==> src/rtl/doodle_motion.sv <==
// Per-frame position/velocity stage for the doodle: rises, falls or holds according to the
// one-hot state fed back from the doodle state machine, with horizontal wrap-around.
module doodle_motion #(
    parameter int unsigned X_START  = 459,
    parameter int unsigned Y_START  = 495,
    parameter int unsigned H_MIN    = 144,
    parameter int unsigned H_MAX    = 774,
    parameter int unsigned V_TOP    = 45,
    parameter int unsigned V_BOT    = 515,
    parameter int unsigned STEP_X   = 4,
    parameter int unsigned V_INIT   = 8,
    parameter int unsigned V_MAX    = 8,
    parameter int unsigned G_PERIOD = 4
) (
    input  logic       Clk,
    input  logic       Reset,
    input  logic       Frame_tick,
    input  logic       q_I,
    input  logic       q_Up,
    input  logic       q_Down,
    input  logic       q_Done,
    input  logic       BtnL,
    input  logic       BtnR,
    output logic [9:0] object_x,
    output logic [9:0] object_y,
    output logic [9:0] up_count,
    output logic       step_valid
);

    localparam int unsigned GW = (G_PERIOD > 1) ? $clog2(G_PERIOD) : 1;

    typedef enum logic [1:0] {ModeHold, ModeRise, ModeFall} mode_t;

    mode_t         mode;
    logic [9:0]    vel;
    logic [GW-1:0] gcnt;
    logic          q_up_d;
    logic          q_down_d;

    logic [3:0]    q_vec;
    logic          q_valid;
    logic          up_entry;
    logic          down_entry;

    logic [10:0]   y_ext;
    logic [10:0]   vel_ext;
    logic [10:0]   up_sum;
    logic [10:0]   nx;
    logic [9:0]    step_x;
    logic [9:0]    step_y;
    logic [9:0]    step_up;
    logic [9:0]    step_vel;
    logic [GW-1:0] step_gcnt;

    assign q_vec      = {q_I, q_Up, q_Down, q_Done};
    assign q_valid    = (q_vec != 4'd0) && ((q_vec & (q_vec - 4'd1)) == 4'd0);
    assign up_entry   = q_Up & ~q_up_d;
    assign down_entry = q_Down & ~q_down_d;

    // Candidate outputs of one frame step in the current mode.
    always_comb begin
        y_ext     = {1'b0, object_y};
        vel_ext   = {1'b0, vel};
        up_sum    = {1'b0, up_count} + vel_ext;
        step_y    = object_y;
        step_up   = up_count;
        step_vel  = vel;
        step_gcnt = gcnt + GW'(1);
        nx        = {1'b0, object_x};

        if (mode == ModeRise) begin
            if (y_ext < 11'(V_TOP) + vel_ext) begin
                step_y = 10'(V_TOP);
            end else begin
                step_y = 10'(y_ext - vel_ext);
            end
            // Keeps accumulating while y is pinned at the top so the jump still ends.
            step_up = up_sum[10] ? 10'h3FF : up_sum[9:0];
        end else if (mode == ModeFall) begin
            if (y_ext + vel_ext > 11'(V_BOT)) begin
                step_y = 10'(V_BOT);
            end else begin
                step_y = 10'(y_ext + vel_ext);
            end
        end

        if (gcnt == GW'(G_PERIOD - 1)) begin
            step_gcnt = '0;
            if (mode == ModeRise) begin
                step_vel = (vel > 10'd1) ? vel - 10'd1 : 10'd1;
            end else if (mode == ModeFall) begin
                step_vel = (vel < 10'(V_MAX)) ? vel + 10'd1 : 10'(V_MAX);
            end
        end

        if (BtnL && !BtnR) begin
            nx = {1'b0, object_x} - 11'(STEP_X);
            if (nx < 11'(H_MIN)) begin
                nx = nx + 11'(H_MAX - H_MIN);
            end
        end else if (BtnR && !BtnL) begin
            nx = {1'b0, object_x} + 11'(STEP_X);
            if (nx >= 11'(H_MAX)) begin
                nx = nx - 11'(H_MAX - H_MIN);
            end
        end
        step_x = nx[9:0];
    end

    always_ff @(posedge Clk or negedge Reset) begin
        if (!Reset) begin
            mode       <= ModeHold;
            object_x   <= 10'(X_START);
            object_y   <= 10'(Y_START);
            up_count   <= '0;
            vel        <= '0;
            gcnt       <= '0;
            step_valid <= 1'b0;
            q_up_d     <= 1'b0;
            q_down_d   <= 1'b0;
        end else begin
            q_up_d     <= q_Up;
            q_down_d   <= q_Down;
            step_valid <= 1'b0;
            if (!q_valid) begin
                mode <= ModeHold;
            end else if (q_I) begin
                mode     <= ModeHold;
                object_x <= 10'(X_START);
                object_y <= 10'(Y_START);
                up_count <= '0;
                vel      <= '0;
                gcnt     <= '0;
            end else if (up_entry) begin
                mode     <= ModeRise;
                vel      <= 10'(V_INIT);
                gcnt     <= '0;
                up_count <= '0;
            end else if (down_entry) begin
                mode <= ModeFall;
                vel  <= 10'd1;
                gcnt <= '0;
            end else if (q_Done) begin
                mode <= ModeHold;
            end else if (Frame_tick && mode != ModeHold) begin
                object_x   <= step_x;
                object_y   <= step_y;
                up_count   <= step_up;
                vel        <= step_vel;
                gcnt       <= step_gcnt;
                step_valid <= 1'b1;
            end
        end
    end

endmodule

==> config.mk <==
export PLATFORM = sky130hd
export DESIGN_NAME = doodle_motion
export DESIGN_NICKNAME = d
export VERILOG_FILES = /design/src/rtl/doodle_motion.sv
export SDC_FILE = /design/constraint.sdc
export NUM_CORES = 1
export LEC_CHECK = 0
export CORE_ASPECT_RATIO = 0.5
export CORE_MARGIN = 2
export CORE_UTILIZATION = 55
export DETAILED_ROUTE_END_ITERATION = 10
export PLACE_DENSITY = 0.79
export SYNTH_ARGS = -nofsm -noshare
export SYNTH_HDL_FRONTEND = slang
export SYNTH_SLANG_ARGS = --single-unit
==> constraint.sdc <==
create_clock -name Clk -period 5.4 [get_ports Clk]
set_clock_uncertainty 0.05 [all_clocks]
set_input_delay 1.35 -clock Clk [delete_from_list [all_inputs] [get_ports Clk]]
set_output_delay 1.35 -clock Clk [all_outputs]
set_load 0.01 [all_outputs]
=== Word level (Yosys, flattened, before mapping) ===
Cells that the tools add are included.

* Bits in registers: 47
* Bits of input ports: 9
* Output and inout port bits: 31

* Add/sub/neg operators: 12
* $lt $le $gt $ge: 6
* Equal/unequal tests: 10
* Multiplexer cells: 52
* Bitwise operators: 5
* Reduce and logical (&&, ||, !) cells: 22

{| class="wikitable"
|+ Operators by type and width
! operator !! count
|-
| 10-bit 2-to-1 mux || 35
|-
| 10-bit by 10-bit adder with 11-bit output || 2
|-
| 2-bit 2-to-1 mux || 11
|-
| 6-bit AND reduction || 2
|-
| 3-bit nonzero test || 4
|-
| 4-bit nonzero test || 3
|-
| 10-bit by 3-bit adder with 11-bit output (second input constant) || 1
|-
| 6-bit by 10-bit adder with 11-bit output (first input constant) || 1
|-
| 11-bit by 10-bit greater-or-equal comparator with 1-bit output (second input constant) || 1
|-
| 11-bit by 10-bit greater-than comparator with 1-bit output (second input constant) || 1
|-
| 10-bit by 11-bit less-than comparator with 1-bit output || 1
|-
| 11-bit by 8-bit less-than comparator with 1-bit output (second input constant) || 1
|-
| 10-bit by 3-bit subtractor with 11-bit output (second input constant) || 1
|-
| 10-bit by 1-bit adder with 10-bit output (second input constant) || 1
|-
| 10-bit adder (second input constant) || 1
|-
| 10-bit by 1-bit greater-than comparator with 1-bit output (second input constant) || 1
|-
| 10-bit by 4-bit less-than comparator with 1-bit output (second input constant) || 1
|-
| 5-bit AND reduction || 2
|-
| 10-bit by 1-bit subtractor with 10-bit output (second input constant) || 1
|-
| 10-bit subtractor || 1
|-
| 10-bit subtractor (second input constant) || 1
|-
| 1-bit 2-to-1 mux || 6
|-
| 2-bit != test (second input constant) || 3
|-
| 5-bit by 3-bit != test with 1-bit output (second input constant) || 1
|-
| other kinds (16) || 24
|}

=== Depth between registers and ports, before layout ===
* Depth after elaboration: 10
* Mapped depth: 12
* Depth with buffers taken out: 12

=== Worst setup path before layout ===
OpenSTA, ideal clock, no wires.

* Kind: in2reg
* Start point: input q_Down
* End point: register object_y[7]
* Setup time: 0.088 ns
* Arrival time: 3.252 ns
* Data required time: 5.262 ns
* Setup slack: 2.010 ns
* Cell stages on the path: 9
* Buffers on the path: 1
* Cells stage by stage: nor2b_1 > or3_1 > or3_1 > or2_2 > buf_2 > nor2_1 > o311a_1 > a21boi_0 > o21ai_0

* Longest elaborated chain between the ends: 5
* Elaborated cells on any way between the ends: 8
* Those cells by class: add/sub: 1; eq/ne: 1; bitwise: 2; reduce/logical: 4

{| class="wikitable"
|+ RTL lines
! what !! line !! RTL
|-
| from (decl) || 20 || <nowiki>input logic q_Down,</nowiki>
|-
| 4-bit by 1-bit subtractor with 4-bit output || 56 || <nowiki>assign q_valid = (q_vec != 4'd0) && ((q_vec & (q_vec - 4'd1)) == 4'd0);</nowiki>
|-
| 4-bit bitwise AND || 56 ||
|-
| 4-bit logical NOT || 56 ||
|-
| 1-bit logical AND || 56 ||
|-
| 6-bit AND reduction (no line) (*) || -- ||
|-
| to (signal assigned) || 114 || <nowiki>object_y <= 10'(Y_START);</nowiki>
|-
| to (signal assigned) || 130 || <nowiki>object_y <= 10'(Y_START);</nowiki>
|-
| to (signal assigned) || 147 || <nowiki>object_y <= step_y;</nowiki>
|-
| to (decl) || 25 || <nowiki>output logic [9:0] object_y,</nowiki>
|}

Mark *: on every way between the ends. The rest lies on a longest branch, timed or not.
A chain may end at the register's enable or synchronous reset.

=== Final worst setup path ===
* Start point: input q_I
* End point: register object_y[7]

* Longest elaborated chain between the ends: 5
* Elaborated cells on any way between the ends: 12
* Those cells by class: add/sub: 1; eq/ne: 3; mux: 1; bitwise: 1; reduce/logical: 6

{| class="wikitable"
|+ RTL lines
! what !! line !! RTL
|-
| from (decl) || 18 || <nowiki>input logic q_I,</nowiki>
|-
| 4-bit by 1-bit subtractor with 4-bit output || 56 ||
|-
| 4-bit bitwise AND || 56 ||
|-
| 4-bit logical NOT || 56 ||
|-
| 1-bit logical AND || 56 ||
|-
| 6-bit AND reduction (no line) || -- ||
|}

Parallel ways exist; a longest one is shown, timed or not.

==> metrics.cfg <==
[synthesis]
syn-cell-area_um2=4990
synth_ff_type=dfrtp_1
yosys_warnings=0
syn_inst=642
synth_cell_types=71
syn_nets=702
synth_edf_count=0
synth_seq_cells=47
ys_seq_area_frac=0.239
postSynthAreaPerCell_um2=7.78
ys_async_sr_fraction=1.00

[worst_setup_path]
crit_path_max_fanout=13
path_buf_inv=1
cp.arrival_ns=4.20
criticalPathCategory=in2reg
critPathSlowestCell=clkdlybuf4s50_1
cp.required_ns=5.56
critical_path.cell_chain=clkdlybuf4s50_1, or3_1, or3_1, or2_2, nor2_1, o311a_1, a21boi_0, o21ai_0
cp-end-kind=register
slowest_delay_ns=0.62
start_kind=primary input
cpMostUsedCell=or3_1
path_delay_family=simple AND/OR/NAND/NOR gates

[floorplan]
dieArea_um2=9900
die_x_um=139
rows=24
initial_utilization=0.569
core-area_um2=8770
io_pins=40
die_h_um=71.4

[timing]
final-setup-viol-count=0
worst_slew_pin_slew_ns=0.864
rsz0062_at_grt=false
maxSlewViolCount=0
tns_ns=0
period_minus_slack_ns=4.04
whs_ns=0.461
relSlewSlack=0.423
hold_viol_final=0
clock.fmax_ghz=0.247
period_share=0.749

[final_layout]
fin_nets=720
fin_area_um2=5540
antenna_cells=0
drive_gt1_frac=0.0696
stdcell_count=778
area_delta_synth_final_pct=11.0

[route]
vias_per_cell=6.35
drtIter0Drc=432
firstDrtPassIters=5
vias=4937
wl_per_cell_um=16.8
ant_nets=0
drt_drc_violations_left=0
drt-total-wl_um=13000

[pwr]
power_density_nw_per_um2=194
p_total_mw=1.08
irDropWorstVdd_v=0.000121
p_leak_nw=2.24

[placement]
routabilityCongestion=0.904
dp_cells=770
port_buffers=39
place_area_um2=5400
dp_hpwl_um=9820

[cts]
cts_resized=0
cts_sinks=47
clockRootBuffer=clkbuf_16
cts_tree=yes
htree_num_levels=2
clkLatencyLatePin_ns=0.29
post_cts_buffers=0
postCtsHoldBufs=0
clkTransAtPathRegs_ns=0.07
cts_buffers=5
clockBufferDepth=2

[global_route]
grt_pass1_vias=4421
grt_pass1_wl_um=21400
overflow=0
antenna_found_initial=0
track_usage=0.262
grt_max_degree=48

[worst_hold_path]
holdCritPathClass=reg2reg

[job]
max_cap_viol_count=0

[status]
status=completed

-- worst paths after layout --
check / endpoint / cells past startpoint / slack [ns] / from
max: object_y[7] / 8 / 1.36 / q_I
min: gcnt[0] / 1 / 0.46 / gcnt[0]
max reg2reg: object_y[7] / 10 / 1.62 / vel[2]
min reg2reg: gcnt[0] / 1 / 0.46 / gcnt[0]
max in group asynchronous: object_x[4] / 2 / 3.78 / Reset
min in group asynchronous: vel[1] / 2 / 1.10 / Reset
-- power by group --
part | internal [mW] | total, mW | leakage [nW] | switching [mW]
sequential | 0.369 | 0.400 | 0.600 | 0.0318
combinational | 0.156 | 0.361 | 1.57 | 0.205
clock | 0.171 | 0.315 | 0.0658 | 0.144
-- synthesized netlist by cell type, types with 3 or more instances --
master    count  area (um^2)
o21ai_0      57          285
o21a_1        3         22.5
nor4_1        9         56.3
o31ai_1      10         75.1
nand2b_1     16          100
dfrtp_1      33          826
a31oi_1      17          106
fa_1          3         60.1
o22ai_1       3         18.8
inv_1        37          139
or2_2         7         43.8
buf_2         8         40.0
o31a_1        3         26.3
and3_1        7         43.8
o211ai_1      8         60.1
nand2_1      43          161
or3_1         8         50.1
nor2_1       68          255
a21o_1        9         67.6
nand4_1       4         25.0
a211oi_1      6         45.0
xor2_1       10         87.6
nor3_1       22          110
dfstp_2      14          368
a211o_1       5         43.8
clkbuf_1     19         71.3
o21bai_1      3         22.5
o21ai_1       5         25.0
nor2b_1      18          113
a21oi_1      35          175
nand3_1      14         70.1
a22oi_1       3         22.5
ha_1         48          601
xnor2_1      34          298
-- registers in the layout (all words and copies together) (netlist names) --
name,flops
gcnt,2
mode,2
step_valid,1
object_x,10
q_up_d,1
vel,10
object_y,10
q_down_d,1
up_count,10
-- kinds of logic (layout without fill, tap and decap cells) --
logic type               count (synthesis)  after routing  share of synthesized area
multiplexers                             3              3                    0.00626
adder cells (fa/ha/maj)                 51             51                      0.132
flip-flops                              47             47                      0.239
AND/OR/NAND/NOR                        232            232                      0.233
AO/OA/AOI/OAI                          197            197                      0.254
XOR/XNOR                                44             44                     0.0772
buffers and inverters                   68             87                     0.0576
-- stage by stage --
stage | utilization | worst slack (ns)
global placement | 0.616 | 1.26
finish | 0.632 | 1.36
CTS | 0.632 | 1.48
detailed placement | 0.616 | 1.16
floorplan | - | 2.01
global route | 0.632 | 1.24
-- metal layers --
metal,global-route usage,vias up,share of wire
met5,0,-,0
met4,0.0718,0,0.018
met3,0.0267,21,0.069
met2,0.442,213,0.46
met1,0.366,2338,0.45
li1,-,2365,-
-- area by class of cell --
type | count | area [um^2]
Clock inverter | 3 | 20.0
Sequential cell | 47 | 1190
Tap cell | 117 | 146
Timing Repair Buffer | 42 | 408
Inverter | 37 | 139
Multi-Input combinational cell | 527 | 3510
Fill cell | 757 | 3220
Clock buffer | 5 | 125
-- placed cells by master, fill, tap and decap left out, types with 4 or more instances in the layout --
cell,synthesis,routed
xor2_1,10,10
nand4_1,4,4
nand2b_1,16,16
nor2_1,68,68
or3_1,8,8
clkdlybuf4s50_1,0,38
a21o_1,9,9
o211ai_1,8,8
nand3_1,14,14
nor4_1,9,9
a211o_1,5,5
a21oi_1,35,35
clkbuf_16,0,5
dfrtp_1,33,33
xnor2_1,34,34
inv_1,37,37
or2_2,7,7
o31ai_1,10,10
a211oi_1,6,6
a31oi_1,17,17
ha_1,48,48
o21ai_1,5,5
nor2b_1,18,18
dfstp_2,14,14
nor3_1,22,22
nand2_1,43,43
o21ai_0,57,57
and3_1,7,7
(Power assumes the default switching activity.)
